$ cat config.mk
export PLATFORM = sky130hd
export DESIGN_NAME = byte_stream_ram_writer_flat
export DESIGN_NICKNAME = d
export VERILOG_FILES = /design/src/rtl/byte_stream_ram_writer_if.sv /design/src/rtl/byte_stream_ram_writer.sv /design/src/flat_wrapper.sv
export SDC_FILE = /design/constraint.sdc
export NUM_CORES = 1
export LEC_CHECK = 0
export BUFFER_PORTS_ARGS = -buffer_cell sky130_fd_sc_hd__buf_2
export CORE_MARGIN = 2
export CORE_UTILIZATION = 25
export DETAILED_ROUTE_END_ITERATION = 12
export GPL_TIMING_DRIVEN = 1
export PLACE_DENSITY = 0.39
export SLEW_MARGIN = 20
export SYNTH_ARGS = -nofsm -noshare
export SYNTH_HDL_FRONTEND = slang
export SYNTH_SLANG_ARGS = --single-unit
$ cat constraint.sdc
create_clock -name clk -period 4.4 [get_ports clk]
set_input_delay 0.88 -clock clk [delete_from_list [all_inputs] [get_ports clk]]
set_output_delay 0.88 -clock clk [all_outputs]
set_load 0.01 [all_outputs]
$ cat src/rtl/byte_stream_ram_writer_if.sv
// ---------------------------------------------------------------------------
// byte_stream_ram_writer_if
//
// Purpose:
//   Groups the byte-stream handshake, the bytewise block-RAM write port and
//   the frame status outputs of byte_stream_ram_writer into one bundle.
//
// Parameters:
//   W   RAM row width in bits (multiple of 8, at least 16)
//   L   RAM depth in rows (row 0 is the length header)
//
// Signals:
//   in_valid    stream byte and in_last are valid
//   in_ready    writer can accept a byte this cycle
//   in_data     payload byte
//   in_last     final byte of the frame
//   addr        RAM row address
//   wr_ena      RAM write strobe
//   col_ena     RAM byte-lane enables (one bit per byte lane)
//   wr_data     RAM write data
//   frame_done  one-cycle pulse after the header write
//   frame_len   byte count of the last completed frame
//   overflow    current/last frame exceeded the payload capacity
//
// Modports:
//   master  stream source / status consumer (the environment)
//   slave   the writer itself
// ---------------------------------------------------------------------------
interface byte_stream_ram_writer_if #(
    parameter int W = 32,
    parameter int L = 375
);
    localparam int C  = W / 8;
    localparam int AW = $clog2(L);

    logic          in_valid;
    logic          in_ready;
    logic [7:0]    in_data;
    logic          in_last;

    logic [AW-1:0] addr;
    logic          wr_ena;
    logic [C-1:0]  col_ena;
    logic [W-1:0]  wr_data;

    logic          frame_done;
    logic [15:0]   frame_len;
    logic          overflow;

    modport master (
        output in_valid,
        output in_data,
        output in_last,
        input  in_ready,
        input  addr,
        input  wr_ena,
        input  col_ena,
        input  wr_data,
        input  frame_done,
        input  frame_len,
        input  overflow
    );

    modport slave (
        input  in_valid,
        input  in_data,
        input  in_last,
        output in_ready,
        output addr,
        output wr_ena,
        output col_ena,
        output wr_data,
        output frame_done,
        output frame_len,
        output overflow
    );
endinterface

$ cat src/rtl/byte_stream_ram_writer.sv
// ---------------------------------------------------------------------------
// byte_stream_ram_writer
//
// Purpose:
//   Ingress stage sitting directly upstream of a bytewise block RAM. It takes
//   a valid/ready byte stream one frame at a time and writes each byte into
//   its own byte lane (one-hot column enable), filling rows 1..L-1. When the
//   last byte of a frame has been taken, the frame length is written into
//   row 0 and frame_done pulses so a reader can consume the buffered frame.
//   Bytes beyond the payload capacity are consumed but not written, and the
//   overflow flag is raised.
//
// Parameters:
//   W   RAM row width in bits (multiple of 8, at least 16)
//   L   RAM depth in rows
//
// Ports:
//   clk    system clock, rising edge
//   rst_n  asynchronous active-low reset
//   bus    byte_stream_ram_writer_if slave modport:
//          in_valid/in_ready/in_data/in_last  byte stream
//          addr/wr_ena/col_ena/wr_data        RAM write port (registered)
//          frame_done/frame_len/overflow      frame status (registered)
// ---------------------------------------------------------------------------
module byte_stream_ram_writer #(
    parameter int W = 32,
    parameter int L = 375
) (
    input  logic                        clk,
    input  logic                        rst_n,
    byte_stream_ram_writer_if.slave     bus
);

    localparam int C   = W / 8;
    localparam int AW  = $clog2(L);
    localparam int CAP = (L - 1) * C;
    localparam int LW  = (C > 1) ? $clog2(C) : 1;

    localparam logic [15:0]   CAP16     = 16'(CAP);
    localparam logic [AW-1:0] FIRST_ROW = AW'(1);
    localparam logic [AW-1:0] LAST_ROW  = AW'(L - 1);
    localparam logic [LW-1:0] LAST_LANE = LW'(C - 1);

    typedef enum logic [1:0] {
        IDLE,
        FILL,
        HDR,
        DONE
    } state_t;

    state_t        state_q;
    logic          inReady_q;
    logic [AW-1:0] addr_q;
    logic          wrEna_q;
    logic [C-1:0]  colEna_q;
    logic [W-1:0]  wrData_q;
    logic          frameDone_q;
    logic [15:0]   frameLen_q;
    logic          overflow_q;

    // Byte count of the frame in progress (saturates at CAP) plus the lane
    // and row the next payload byte lands in. Lane/row are tracked
    // incrementally so no divider is needed for non-power-of-two lane counts.
    logic [15:0]   cnt_q;
    logic [LW-1:0] lane_q;
    logic [AW-1:0] row_q;

    logic          accept_d;
    logic          room_d;
    logic [C-1:0]  laneOneHot_d;
    logic [W-1:0]  byteRep_d;
    logic [W-1:0]  hdrWord_d;

    // Handshake and write-word helpers. The header word carries the 16-bit
    // byte count zero-extended to the row width.
    always_comb begin
        accept_d             = bus.in_valid & inReady_q;
        room_d               = (cnt_q < CAP16);
        laneOneHot_d         = '0;
        laneOneHot_d[lane_q] = 1'b1;
        byteRep_d            = {C{bus.in_data}};
        hdrWord_d            = '0;
        hdrWord_d[15:0]      = cnt_q;
    end

    // Frame FSM with all outputs registered. IDLE holds in_ready low for the
    // single cycle after reset release; FILL writes payload bytes with one
    // cycle of latency; HDR writes the length into row 0; DONE publishes the
    // length and re-arms for the next frame.
    always_ff @(posedge clk or negedge rst_n) begin
        if (!rst_n) begin
            state_q     <= IDLE;
            inReady_q   <= 1'b0;
            addr_q      <= '0;
            wrEna_q     <= 1'b0;
            colEna_q    <= '0;
            wrData_q    <= '0;
            frameDone_q <= 1'b0;
            frameLen_q  <= '0;
            overflow_q  <= 1'b0;
            cnt_q       <= '0;
            lane_q      <= '0;
            row_q       <= FIRST_ROW;
        end else begin
            case (state_q)
                IDLE: begin
                    inReady_q <= 1'b1;
                    state_q   <= FILL;
                end

                FILL: begin
                    frameDone_q <= 1'b0;
                    if (accept_d) begin
                        if (room_d) begin
                            addr_q   <= row_q;
                            colEna_q <= laneOneHot_d;
                            wrData_q <= byteRep_d;
                            wrEna_q  <= 1'b1;
                            cnt_q    <= cnt_q + 16'd1;
                            // The first byte of a new frame clears a stale
                            // overflow flag left by the previous frame.
                            if (cnt_q == 16'd0) begin
                                overflow_q <= 1'b0;
                            end
                            // Row advances when the lane wraps; the last
                            // payload row is never stepped past.
                            if (lane_q == LAST_LANE) begin
                                lane_q <= '0;
                                if (row_q != LAST_ROW) begin
                                    row_q <= row_q + AW'(1);
                                end
                            end else begin
                                lane_q <= lane_q + LW'(1);
                            end
                        end else begin
                            wrEna_q    <= 1'b0;
                            colEna_q   <= '0;
                            overflow_q <= 1'b1;
                        end
                        if (bus.in_last) begin
                            inReady_q <= 1'b0;
                            state_q   <= HDR;
                        end
                    end else begin
                        wrEna_q  <= 1'b0;
                        colEna_q <= '0;
                    end
                end

                HDR: begin
                    addr_q   <= '0;
                    wrEna_q  <= 1'b1;
                    colEna_q <= '1;
                    wrData_q <= hdrWord_d;
                    state_q  <= DONE;
                end

                DONE: begin
                    wrEna_q     <= 1'b0;
                    colEna_q    <= '0;
                    frameDone_q <= 1'b1;
                    frameLen_q  <= cnt_q;
                    cnt_q       <= '0;
                    lane_q      <= '0;
                    row_q       <= FIRST_ROW;
                    inReady_q   <= 1'b1;
                    state_q     <= FILL;
                end

                default: begin
                    inReady_q <= 1'b0;
                    wrEna_q   <= 1'b0;
                    colEna_q  <= '0;
                    state_q   <= IDLE;
                end
            endcase
        end
    end

    assign bus.in_ready   = inReady_q;
    assign bus.addr       = addr_q;
    assign bus.wr_ena     = wrEna_q;
    assign bus.col_ena    = colEna_q;
    assign bus.wr_data    = wrData_q;
    assign bus.frame_done = frameDone_q;
    assign bus.frame_len  = frameLen_q;
    assign bus.overflow   = overflow_q;

endmodule

$ cat src/flat_wrapper.sv
// flat-port wrapper written by rule: the top's interface ports become plain ports
module byte_stream_ram_writer_flat 
#(
    parameter int W = 32,
    parameter int L = 375
)
  (clk, rst_n, bus_in_valid, bus_in_data, bus_in_last, bus_in_ready, bus_addr, bus_wr_ena, bus_col_ena, bus_wr_data, bus_frame_done, bus_frame_len, bus_overflow);
  byte_stream_ram_writer_if #(.W(W), .L(L)) bus_i ();
  input  logic clk;
  input  logic rst_n;
  input wire logic [$bits(bus_i.in_valid)-1:0] bus_in_valid;
  input wire logic [$bits(bus_i.in_data)-1:0] bus_in_data;
  input wire logic [$bits(bus_i.in_last)-1:0] bus_in_last;
  output wire logic [$bits(bus_i.in_ready)-1:0] bus_in_ready;
  output wire logic [$bits(bus_i.addr)-1:0] bus_addr;
  output wire logic [$bits(bus_i.wr_ena)-1:0] bus_wr_ena;
  output wire logic [$bits(bus_i.col_ena)-1:0] bus_col_ena;
  output wire logic [$bits(bus_i.wr_data)-1:0] bus_wr_data;
  output wire logic [$bits(bus_i.frame_done)-1:0] bus_frame_done;
  output wire logic [$bits(bus_i.frame_len)-1:0] bus_frame_len;
  output wire logic [$bits(bus_i.overflow)-1:0] bus_overflow;
  assign bus_i.in_valid = bus_in_valid;
  assign bus_i.in_data = bus_in_data;
  assign bus_i.in_last = bus_in_last;
  assign bus_in_ready = bus_i.in_ready;
  assign bus_addr = bus_i.addr;
  assign bus_wr_ena = bus_i.wr_ena;
  assign bus_col_ena = bus_i.col_ena;
  assign bus_wr_data = bus_i.wr_data;
  assign bus_frame_done = bus_i.frame_done;
  assign bus_frame_len = bus_i.frame_len;
  assign bus_overflow = bus_i.overflow;
  byte_stream_ram_writer #(.W(W), .L(L)) u_core (.clk(clk), .rst_n(rst_n), .bus(bus_i));
endmodule
== Yosys cells after proc, flatten, opt, wreduce, memory -nomap -nowiden ==
Cells that the tools add are included.
Word-level totals
  register bits after elaboration: 94
  output and inout port bits: 65
  logic and storage cells: 79
Cells by class
  add/subtract/negate cells: 3
  order comparisons: 3
  equality and inequality tests: 11
  muxes and demuxes: 35
  bitwise gates (word level): 1
  reductions and logical operators: 14
Operators by type and width (count)
  32-bit two-way mux: 2
  32-bit one-hot mux with 2 select lines: 1
  9-bit two-way mux: 6
  9-bit one-hot mux with 2 select lines: 2
  16-bit two-way mux: 2
  16-bit one-hot mux with 2 select lines: 1
  16-bit by 1-bit adder with 16-bit output (second input constant): 1
  16-bit zero test: 1
  16-bit by 11-bit less-than comparator with 1-bit output (second input constant): 1
  4-bit one-hot mux with 3 select lines: 1
  3-bit AND reduction: 4
  2-bit two-way mux: 5
  9-bit by 1-bit adder with 9-bit output (second input constant): 1
  9-bit inequality test (second input constant): 1
  4-bit two-way mux: 2
  2-bit by 1-bit inequality test with 1-bit output (second input constant): 4
  1-bit two-way mux: 7
  2-bit == test (second input constant): 3
  2-bit one-hot mux with 3 select lines: 1
  2-bit nonzero test: 3
  5-bit AND reduction: 1
  2-bit inequality test (second input constant): 2
  1-bit one-hot mux with 2 select lines: 2
  2-bit one-hot mux with 2 select lines: 1
  12 further kinds: 12

== Longest topological paths before layout ==
Gate-level depths: netlist of the first run.
  depth in word-level cells: 7
  depth in mapped cells: 10

== Least setup slack after synthesis of the first run ==
OpenSTA, ideal clock, no wires.
  kind: register to register
  start: reg u_core.state_q[1]
  end: reg u_core.cnt_q[9]
  library setup time: 0.066 ns
  data arrival time: 2.145 ns
  data required time: 4.334 ns
  setup slack: 2.189 ns
  stages on the path, launching flop included: 9
  buffers on the path: 2
  period minus slack after synthesis: 2.211 ns
  cell sequence: dfrtp_1 > inv_1 > ha_1 > clkbuf_1 > nand3_1 > o31a_1 > buf_2 > or4_1 > nand2_1
Between the ends
  word-level cells in the longest chain between the ends: 3
  elaborated cells between the ends (all ways): 7
  those cells by class: 4 x eq/ne; 1 x mux; 2 x reduce/logical
Ends and longest elaborated chain
  start, declared: line byte_stream_ram_writer.sv:51  | state_t state_q;
  start signal, assigned: line byte_stream_ram_writer.sv:92  | state_q <= IDLE;
  start signal, assigned: line byte_stream_ram_writer.sv:108  | state_q <= FILL;
  start signal, assigned: line byte_stream_ram_writer.sv:142  | state_q <= HDR;
  2-bit by 1-bit == test with 1-bit output or 2-bit == test (tied branches): line byte_stream_ram_writer.sv:105  | case (state_q)
  2-bit by 1-bit inequality test with 1-bit output (no source line) or 2-bit nonzero test (tied branches)
  3-bit AND reduction (no source line)
  end signal, assigned: line byte_stream_ram_writer.sv:119  | cnt_q <= cnt_q + 16'd1;
  end, declared: line byte_stream_ram_writer.sv:64  | logic [15:0] cnt_q;
Parallel ways exist; a longest one is shown, timed or not.
A chain may end at the register's enable or synchronous reset.

== Final worst setup path of the first run ==
  start: reg u_core.state_q[1]
  end: reg u_core.cnt_q[5]
The elaborated chain is that of the path after synthesis.

==> results_dict.tcl, run 1 <==
set metrics [dict create \
    ir_drop_v 0.0001627 \
    ys_seq_area_share_pct 53.43 \
    tns_ns 0 \
    die_w_um 131.0 \
    pwr-share-seq_pct 47.6 \
    hpwlAfterDp_mm 8.199 \
    die-area_um2 17150 \
    start_kind "flop" \
    fin_skew_ns 0.01016 \
    grt_pass1_wl_mm 17.43 \
    firstDrtPassIters 4 \
    detail_route.wl_per_cell_um 17.51 \
    drt_drc_violations_left 0 \
    antenna_cells 0 \
    syn2layout_area_growth_pct 22.01 \
    ys_ff_latch 86 \
    p_total_mw 1.659 \
    setup_viol 0 \
    worstHoldPathType "flop to flop" \
    crit_arrival_ns 2.94 \
    clock_power_share_pct 51.0 \
    synth_top_area_share_pct 52.78 \
    drive_above_1_share_pct 27.36 \
    htree_levels 3 \
    avgSynthCellArea_um2 11.07 \
    rsz0062_at_grt "no" \
    critPathMaxFanout 21 \
    finalCritPeriodShare_pct 60.88 \
    cts-root-buf "clkbuf_16" \
    fillers 1613 \
    cts.path.max_buffers 2 \
    num_vias 3038 \
    grt_pass1_vias 2875 \
    max_cap_viol_count 0 \
    synth_common_cells "85 x dfrtp_1, 28 x nand2_1, 21 x nor2_1, 18 x mux2_2, 16 x a221o_1" \
    syn_area_um2 4030 \
    port_buffers 76 \
    ios 77 \
    fp.dieH_um 131.0 \
    wl_mm 11.40 \
    syn_nets 389 \
    combPwrFrac_pct 1.3 \
    cts-buffers-inserted 9 \
    required_ns 4.66 \
    post-route-min-period_ns 2.679 \
    yosys_most_used_dff "dfrtp_1" \
    yosysWarnings 0 \
    cts_sinks 86 \
    vias_per_cell 4.667 \
    clk_pin_slew_ns 0.07 \
    cts_tree "yes" \
    post-cts-setup-buffers 0 \
    netlist_top_cells_area "dfrtp_1 53%, mux2_2 5.0%, ha_1 4.0%" \
    place.gp.congestion 0.7809 \
    max-slew-margin-rel_pct 32.19 \
    outcome "completed" \
    p_int_mw 1.323 \
    yosys.cell_count.top_type "dfrtp_1" \
    grt_max_degree 63 \
    drt_iter0_drc 182 \
    cts_hold_buf 0 \
    grt_overflow 0 \
    synthArstFlopShare_pct 100.0 \
    num-nets-final 455 \
    clock_latency_ns 0.34 \
    ys_types 43 \
    start_util_pct 25.46 \
    core_area_um2 15830 \
    synth_edf_count 0 \
    ant_nets 0 \
    end_kind "flop" \
    grt_usage_pct 13.69 \
    powerDensity_nw_per_um2 337.5 \
    netSwitchingPower_uw 335.9 \
    yosysTopAreaCell "dfrtp_1" \
    cts_resized 0 \
    std_cell_rows 46 \
    p_leak_nw 2.507 \
    antenna_found_initial 0 \
    switching_share_pct 20.24 \
    tightest_slew_ns 1.008 \
    worstSetupPathType "flop to flop" \
    fmax_mhz 373.3 \
    slew_violations 0 \
    synth_cells 364 \
    hold_violations 0 \
]
final timing paths:
| kind | cells past startpoint | slack [ns] | endpoint | from |
|---|---|---|---|---|
| max | 6 | 1.72 | u_core.cnt_q[5]$_DFFE_PN0P_ | u_core.state_q[1]$_DFFE_PN0P_ |
| min | 1 | 0.49 | u_core.bus.wr_data[24]$_DFFE_PN0P_ | u_core.bus.wr_data[24]$_DFFE_PN0P_ |
| max reg2reg | 6 | 1.72 | u_core.cnt_q[5]$_DFFE_PN0P_ | u_core.state_q[1]$_DFFE_PN0P_ |
| min reg2reg | 1 | 0.49 | u_core.bus.wr_data[24]$_DFFE_PN0P_ | u_core.bus.wr_data[24]$_DFFE_PN0P_ |
| max in group asynchronous | 2 | 2.90 | u_core.bus.wr_data[5]$_DFFE_PN0P_ | rst_n |
| min in group asynchronous | 1 | 0.64 | u_core.bus.frame_len[4]$_DFFE_PN0P_ | rst_n |
cell families (layout without fill, tap and decap cells):
| group | Yosys count | in the layout | synth area share (%) |
|---|---|---|---|
| xor gates and xnor gates | 3 | 3 | 0.6521 |
| muxes | 22 | 22 | 6.023 |
| and+or+nand+nor | 125 | 125 | 16.77 |
| adders and majority gates | 13 | 13 | 4.036 |
| DFF | 86 | 86 | 53.43 |
| AOI/OAI and AO/OA | 79 | 79 | 14.68 |
| buffers and inverters | 36 | 107 | 4.409 |
cells in the final DEF (no fill, tap or decap), drive strengths merged, types with 3 or more instances in the layout:
cell     n
nand3   13
a21o    11
mux2    18
nor4     6
inv     11
a22o     9
o31a     3
o211ai   3
nand2   28
nor2b    9
and4     3
and3     3
mux2i    4
a221o   16
nor2    21
or4      5
dfrtp   85
and2    13
nor3     4
ha      13
clkbuf  11
or3      6
a31oi    3
a21oi   11
nand4    9
buf     80
o21ai   13
power by group through the flow:
stage	clock network, mW	logic (mW)	registers, mW
CTS	0.871	0.0237	0.790
global placement	0	0.0236	0.805
floorplan	0	0.000306	0.806
finish	0.847	0.0221	0.791
detailed placement	0	0.0238	0.805
global route	0.906	0.0264	0.790
state kept, by name, summed over array words and instances (netlist names), 2 cells and up:
signal and flops:
u_core.bus.addr 9, u_core.cnt_q 16, u_core.row_q 9, u_core.bus.frame_len 16
u_core.bus.wr_data 24, u_core.state_q 2, u_core.bus.col_ena 4, u_core.lane_q 2
metrics by stage:
| step | hold slack (ns) | utilization, % | std cells | setup slack [ns] | cell area [um2] |
|---|---|---|---|---|---|
| after floorplan | 0.4958 | - | 364 | 2.189 | 4030 |
| after global placement | 0.4638 | 28.94 | 635 | 1.664 | 4581 |
| after detailed placement | 0.4802 | 28.96 | 635 | 1.773 | 4583 |
| after CTS | 0.4959 | 31.07 | 651 | 1.720 | 4917 |
| after global routing | 0.5128 | 31.07 | 651 | 1.595 | 4917 |
| final | 0.4928 | 31.07 | 651 | 1.721 | 4917 |
metal layers:
metal	up-vias	GRT usage [%]	routed length, um
li1	1456	-	-
met1	1492	20.99	5924
met2	80	19.38	4797
met3	10	1.751	489
met4	0	5.319	186
met5	-	0	0
critical path, stage by stage, from the launching register on:
cell and delay [ns]:
dfrtp_1 0.42, inv_1 0.15, ha_1 0.47, nand3_1 0.29, o31a_1 0.53, or4_1 0.57, a21oi_1 0.15
area by class of cell:
type	count	area (um2)	area share (%)
repair buffers	80	412.9	8.397
flip-flops and latches	86	2153	43.79
inverters	11	41.29	0.8397
clock buffers	11	252.7	5.140
well taps	216	270.3	5.496
clock inverters	5	81.33	1.654
multi-input cells	242	1705	34.68
(Power assumes the default switching activity.)
==> inputs of run 2 (changes only) <==
--- a/config.mk
+++ b/config.mk
@@ -10,7 +10,7 @@
 export CORE_UTILIZATION = 25
 export DETAILED_ROUTE_END_ITERATION = 12
 export GPL_TIMING_DRIVEN = 1
-export PLACE_DENSITY = 0.39
+export PLACE_DENSITY = 0.41
 export SLEW_MARGIN = 20
 export SYNTH_ARGS = -nofsm -noshare
 export SYNTH_HDL_FRONTEND = slang
==> constraint.sdc (replaced) <==
create_clock -name clk -period 2.4 [get_ports clk]
set_input_delay 0.48 -clock clk [delete_from_list [all_inputs] [get_ports clk]]
set_output_delay 0.48 -clock clk [all_outputs]
set_load 0.01 [all_outputs]
==> run 2 against run 1 <==
Net effect:
- clock power increased by 65%
- clock-buffer cell count unchanged
- sequential share of layout area decreased by 2.0 points
- flip-flop and latch count unchanged
- die area unchanged
- worst hold slack got worse by 0.018 ns
- combinational power increased by 110%
- core utilization increased by 1.5 points
- clock skew decreased by 0.0025 ns
- largest cell class unchanged
==> results_dict.tcl, run 2 (synthesis gave the netlist of run 1 again) <==
set metrics [dict create \
    tightest_slew_ns 0.6753 \
    fillers 1665 \
    cts_sinks 86 \
    stdcell_count 683 \
    core_area_um2 15830 \
    top_layer "met4" \
    final_common_cell "dfrtp_1" \
    worstHoldPathType "primary input to flop" \
    setup_viol 0 \
    p_leak_nw 2.643 \
    crit_chain "or3_4 -> or2_4 -> buf_4 -> or3_1 -> or4_1 -> nand4_1" \
    antenna_found_initial 0 \
    rsz0062_at_grt "no" \
    crit_slowest_cell "or4_1" \
    htree_levels 3 \
    grt_overflow 0 \
    hpwlAfterDp_mm 8.331 \
    die_w_um 131.0 \
    start_kind "flop" \
    grt_max_degree 50 \
    clock_latency_ns 0.35 \
    cts_tree "yes" \
    required_ns 2.68 \
    stdcell_area_um2 5151 \
    fin_skew_ns 0.007632 \
    post-route-min-period_ns 2.271 \
    wl_met2_mm 4.980 \
    crit_arrival_ns 2.55 \
    dp_cells 666 \
    num_vias 3215 \
    drive_above_1_share_pct 32.12 \
    fp.dieH_um 131.0 \
    powerDensity_nw_per_um2 562.3 \
    finalCritPeriodShare_pct 94.64 \
    wl_mm 11.38 \
    cts.path.max_buffers 2 \
    cts-root-buf "clkbuf_16" \
    detail_route.wl_per_cell_um 16.66 \
    ios 77 \
    slew_violations 0 \
    wl_met3_um 387 \
    grt_usage_pct 14.06 \
    die-area_um2 17150 \
    grt_pass1_wl_mm 18.02 \
    ant_nets 0 \
    start_util_pct 25.46 \
    clk_pin_slew_ns 0.07 \
    firstDrtPassIters 5 \
    slowest_delay_ns 0.48 \
    grt_pass1_vias 3205 \
    tns_ns 0 \
    wl_met1_mm 5.794 \
    critPathMaxFanout 6 \
    syn2layout_area_growth_pct 27.82 \
    ir_drop_v 0.0003200 \
    hold_violations 0 \
    largest_reg_flops 24 \
    std_cell_rows 46 \
    final_cell_mix "85 x dfrtp_1, 75 x buf_2, 35 x buf_4" \
    drt_drc_violations_left 0 \
    max-slew-margin-rel_pct 54.98 \
    fmax_mhz 440.3 \
    vias_per_cell 4.707 \
    place.gp.congestion 0.8099 \
    end_kind "flop" \
    post-cts-setup-buffers 0 \
    drt_iter0_drc 151 \
    num-nets-final 487 \
    cts-buffers-inserted 9 \
    port_buffers 76 \
    place_area_um2 4835 \
    worstSetupPathType "flop to flop" \
    antenna_cells 0 \
    max_cap_viol_count 0 \
    outcome "completed" \
]
## run 2: power breakdown
group	switching, mW	total [mW]	internal [mW]
sequential	0	1.45	1.45
clock	0.592	1.40	0.809
combinational	0.0331	0.0457	0.0126
total	0.625	2.90	2.27
## run 2: routing by layer
| metal | global-route usage (%) | vias to the layer above |
|---|---|---|
| met3 | 2.606 | 13 |
| met1 | 20.33 | 1613 |
| met5 | 0 | - |
| met4 | 6.008 | 0 |
| met2 | 20.51 | 62 |
| li1 | - | 1527 |
## run 2: layout make-up
| cell class | instances | area (um2) | share of cell area [%] |
|---|---|---|---|
| flip-flops and latches | 86 | 2153 | 41.80 |
| multi-input cells | 242 | 1727 | 33.52 |
| repair buffers | 112 | 668.1 | 12.97 |
| well taps | 216 | 270.3 | 5.247 |
| clock buffers | 11 | 232.7 | 4.518 |
| clock inverters | 5 | 58.81 | 1.142 |
| inverters | 11 | 41.29 | 0.8016 |
## run 2: worst paths after layout
path                       slack (ns)                         startpoint                                  end  depth (start not counted)
setup / recovery                 0.13       u_core.cnt_q[14]$_DFFE_PN0P_          u_core.row_q[6]$_DFFE_PN0P_                          6
hold / removal                   0.47                        bus_in_last      u_core.bus.in_ready$_DFFE_PN0P_                          4
setup reg to reg                 0.13       u_core.cnt_q[14]$_DFFE_PN0P_          u_core.row_q[6]$_DFFE_PN0P_                          6
hold reg to reg                  0.48  u_core.bus.frame_done$_DFFE_PN0P_    u_core.bus.frame_done$_DFFE_PN0P_                          1
max in group asynchronous        1.25                              rst_n          u_core.row_q[0]$_DFFE_PN1P_                          3
min in group asynchronous        0.50                              rst_n  u_core.bus.frame_len[3]$_DFFE_PN0P_                          2
## run 2: what timing repair did
| item | CTS | global route |
|---|---|---|
| resized for setup | 0 | 4 |
| hold buffers | 1 | 0 |
| hold endpoints to repair | 8 | 0 |
| endpoints found under the setup margin | 0 | 4 |
## run 2: stage by stage
| stage | hold slack [ns] | total power [mW] | setup WS [ns] | util [%] |
|---|---|---|---|---|
| floorplan | 0.1844 | 1.477 | 0.1891 | - |
| global placement | 0.3232 | 1.523 | 0.09152 | 30.55 |
| detailed placement | 0.3278 | 1.524 | 0.09294 | 30.55 |
| CTS | 0.4620 | 2.954 | 0.09402 | 32.45 |
| global route | 0.4955 | 3.014 | 0.05331 | 32.55 |
| finish | 0.4748 | 2.897 | 0.1287 | 32.55 |
## run 2: critical path: cells and delay by family (launching register included)
family / cells / cell delay, ns
flops: 1 / 0.43
buf+inv: 1 / 0.17
simple gates: 5 / 1.61
==> inputs of run 3 (changes only) <==
==> constraint.sdc (replaced) <==
create_clock -name clk -period 2.4 [get_ports clk]
set_input_delay 0.12 -clock clk [delete_from_list [all_inputs] [get_ports clk]]
set_output_delay 0.12 -clock clk [all_outputs]
set_load 0.01 [all_outputs]
==> run 3 against run 2 <==
Net effect:
- worst hold slack got worse by 0.36 ns
- wire length fell by 0.42%
- clock-buffer cell count unchanged
- clock skew up 0.00065 ns
- non-clock buffer count up 2
- critical path type unchanged
- critical endpoint unchanged
==> results_dict.tcl, run 3 (synthesis gave the netlist of run 1 again) <==
set metrics [dict create \
    syn2layout_area_growth_pct 27.82 \
    grt_pass1_vias 3129 \
    clock_latency_ns 0.34 \
    die_w_um 131.0 \
    cts_sinks 86 \
    reg2regPathDepth 6 \
    drive_above_1_share_pct 31.77 \
    grt_overflow 0 \
    ir_drop_v 0.0003310 \
    p_total_mw 2.895 \
    worstHoldPathType "primary input to flop" \
    drt_iter0_drc 214 \
    max_cap_viol_count 0 \
    critPathBufInv 1 \
    ant_nets 0 \
    grt_usage_pct 13.77 \
    critPathTopFamily "simple AND/OR/NAND/NOR gates" \
    cts.path.max_buffers 2 \
    ios 77 \
    detail_route.wl_per_cell_um 16.54 \
    core_area_um2 15830 \
    fin_ws_ns 0.1117 \
    antenna_cells 0 \
    hpwlAfterDp_mm 8.292 \
    end_kind "flop" \
    tightest_slew_ns 0.7201 \
    final_common_cell "dfrtp_1" \
    start_kind "flop" \
    antenna_found_initial 0 \
    clk_pin_slew_ns 0.06 \
    cts_tree "yes" \
    worstSetupPathType "flop to flop" \
    fmax_mhz 437.0 \
    worstHoldStart "bus_in_last" \
    num-nets-final 489 \
    tns_ns 0 \
    final_cell_mix "85 x dfrtp_1, 75 x buf_2, 37 x buf_4" \
    timing.rr.start "u_core.cnt_q[12]$_DFFE_PN0P_" \
    slew_violations 0 \
    cts_resized 0 \
    setup_viol 0 \
    place.gp.congestion 0.8063 \
    min_to "u_core.bus.in_ready$_DFFE_PN0P_" \
    htree_levels 3 \
    crit_chain "or3_4 -> or2_1 -> buf_4 -> or3_1 -> or4_1 -> nand4_1" \
    die-area_um2 17150 \
    outcome "completed" \
    r2r_end "u_core.row_q[6]$_DFFE_PN0P_" \
    grt_max_degree 43 \
    max-slew-margin-rel_pct 50.97 \
    post-place-ws_ns 0.1227 \
    wl_mm 11.33 \
    slowest_delay_ns 0.47 \
    p_leak_nw 2.651 \
    grt_pass1_wl_mm 17.77 \
    cts-buffers-inserted 9 \
    start_util_pct 25.46 \
    post-route-min-period_ns 2.288 \
    firstDrtPassIters 4 \
    largest_reg_flops 24 \
    required_ns 2.67 \
    crit_slowest_cell "or4_1" \
    vias_per_cell 4.702 \
    drt_drc_violations_left 0 \
    rsz0062_at_grt "no" \
    hold_violations 0 \
    critPathMaxFanout 6 \
    port_buffers 76 \
    fp.dieH_um 131.0 \
    hold_depth 4 \
    crit_arrival_ns 2.56 \
    reg2reg_slack_ns 0.11 \
    finalCritPeriodShare_pct 95.35 \
    std_cell_rows 46 \
    powerDensity_nw_per_um2 562.0 \
    num_vias 3221 \
    fin_skew_ns 0.008285 \
    cts-root-buf "clkbuf_16" \
]
run 3: changes by cell type in the layout (fill, tap and decap cells not counted), sizes merged:
cell and change:
buf +2
run 3: metrics by stage:
step / hold slack [ns] / std cells / cell area, um2 / utilization, %
2_1_floorplan: -0.1756 / 364 / 4030 / -
3_3_place_gp: 0.08136 / 666 / 4835 / 30.55
3_5_place_dp: 0.08154 / 666 / 4835 / 30.55
4_1_cts: 0.1017 / 683 / 5136 / 32.45
5_1_grt: 0.1321 / 685 / 5151 / 32.55
6_report: 0.1167 / 685 / 5151 / 32.55
run 3: power by group:
part	switching, mW	total [mW]	internal (mW)	leakage (nW)
sequential	0	1.45	1.45	1.13
combinational	0.0332	0.0458	0.0125	1.39
clock	0.590	1.40	0.810	0.136
run 3: routing by layer:
layer	wire length [um]	GRT usage, %	share of wire (%)
met1	5709	19.85	50
met2	4874	19.99	43
met3	491	2.524	4.3
met4	252	6.320	2.2
met5	0	0	0
run 3: tightest hold or removal path, stage by stage:
cell and delay (ns):
buf_2 0.10, nand3_1 0.07, nand2_1 0.06, a2bb2oi_1 0.06
run 3: worst max-delay path by stage:
stage	from	endpoint	slack, ns	depth (start not counted)
global route	u_core.cnt_q[12]$_DFFE_PN0P_	u_core.row_q[6]$_DFFE_PN0P_	0.006	6
finish	u_core.cnt_q[12]$_DFFE_PN0P_	u_core.row_q[6]$_DFFE_PN0P_	0.11	6
detailed placement	u_core.cnt_q[12]$_DFFE_PN0P_	u_core.row_q[6]$_DFFE_PN0P_	0.12	6
floorplan	u_core.state_q[1]$_DFFE_PN0P_	u_core.cnt_q[9]$_DFFE_PN0P_	0.19	8
global placement	u_core.cnt_q[12]$_DFFE_PN0P_	u_core.bus.wr_data[14]$_DFFE_PN0P_	0.09	7
CTS	u_core.cnt_q[12]$_DFFE_PN0P_	u_core.row_q[6]$_DFFE_PN0P_	0.11	6
run 3: final cells by class:
type,count,area [um2]
timing repair buffer,114,683.2
clock buffer,11,232.7
inverter,11,41.29
multi-input combinational,242,1712
tap,216,270.3
sequential,86,2153
clock inverter,5,58.81
fill,1618,10680
run 3: what timing repair did:
item | 4_1_cts | 5_1_grt
endpoints found under the hold margin | 27 | 0
setup endpoints to repair | 0 | 1
buffers inserted | 0 | 2
hold buffers | 1 | 0
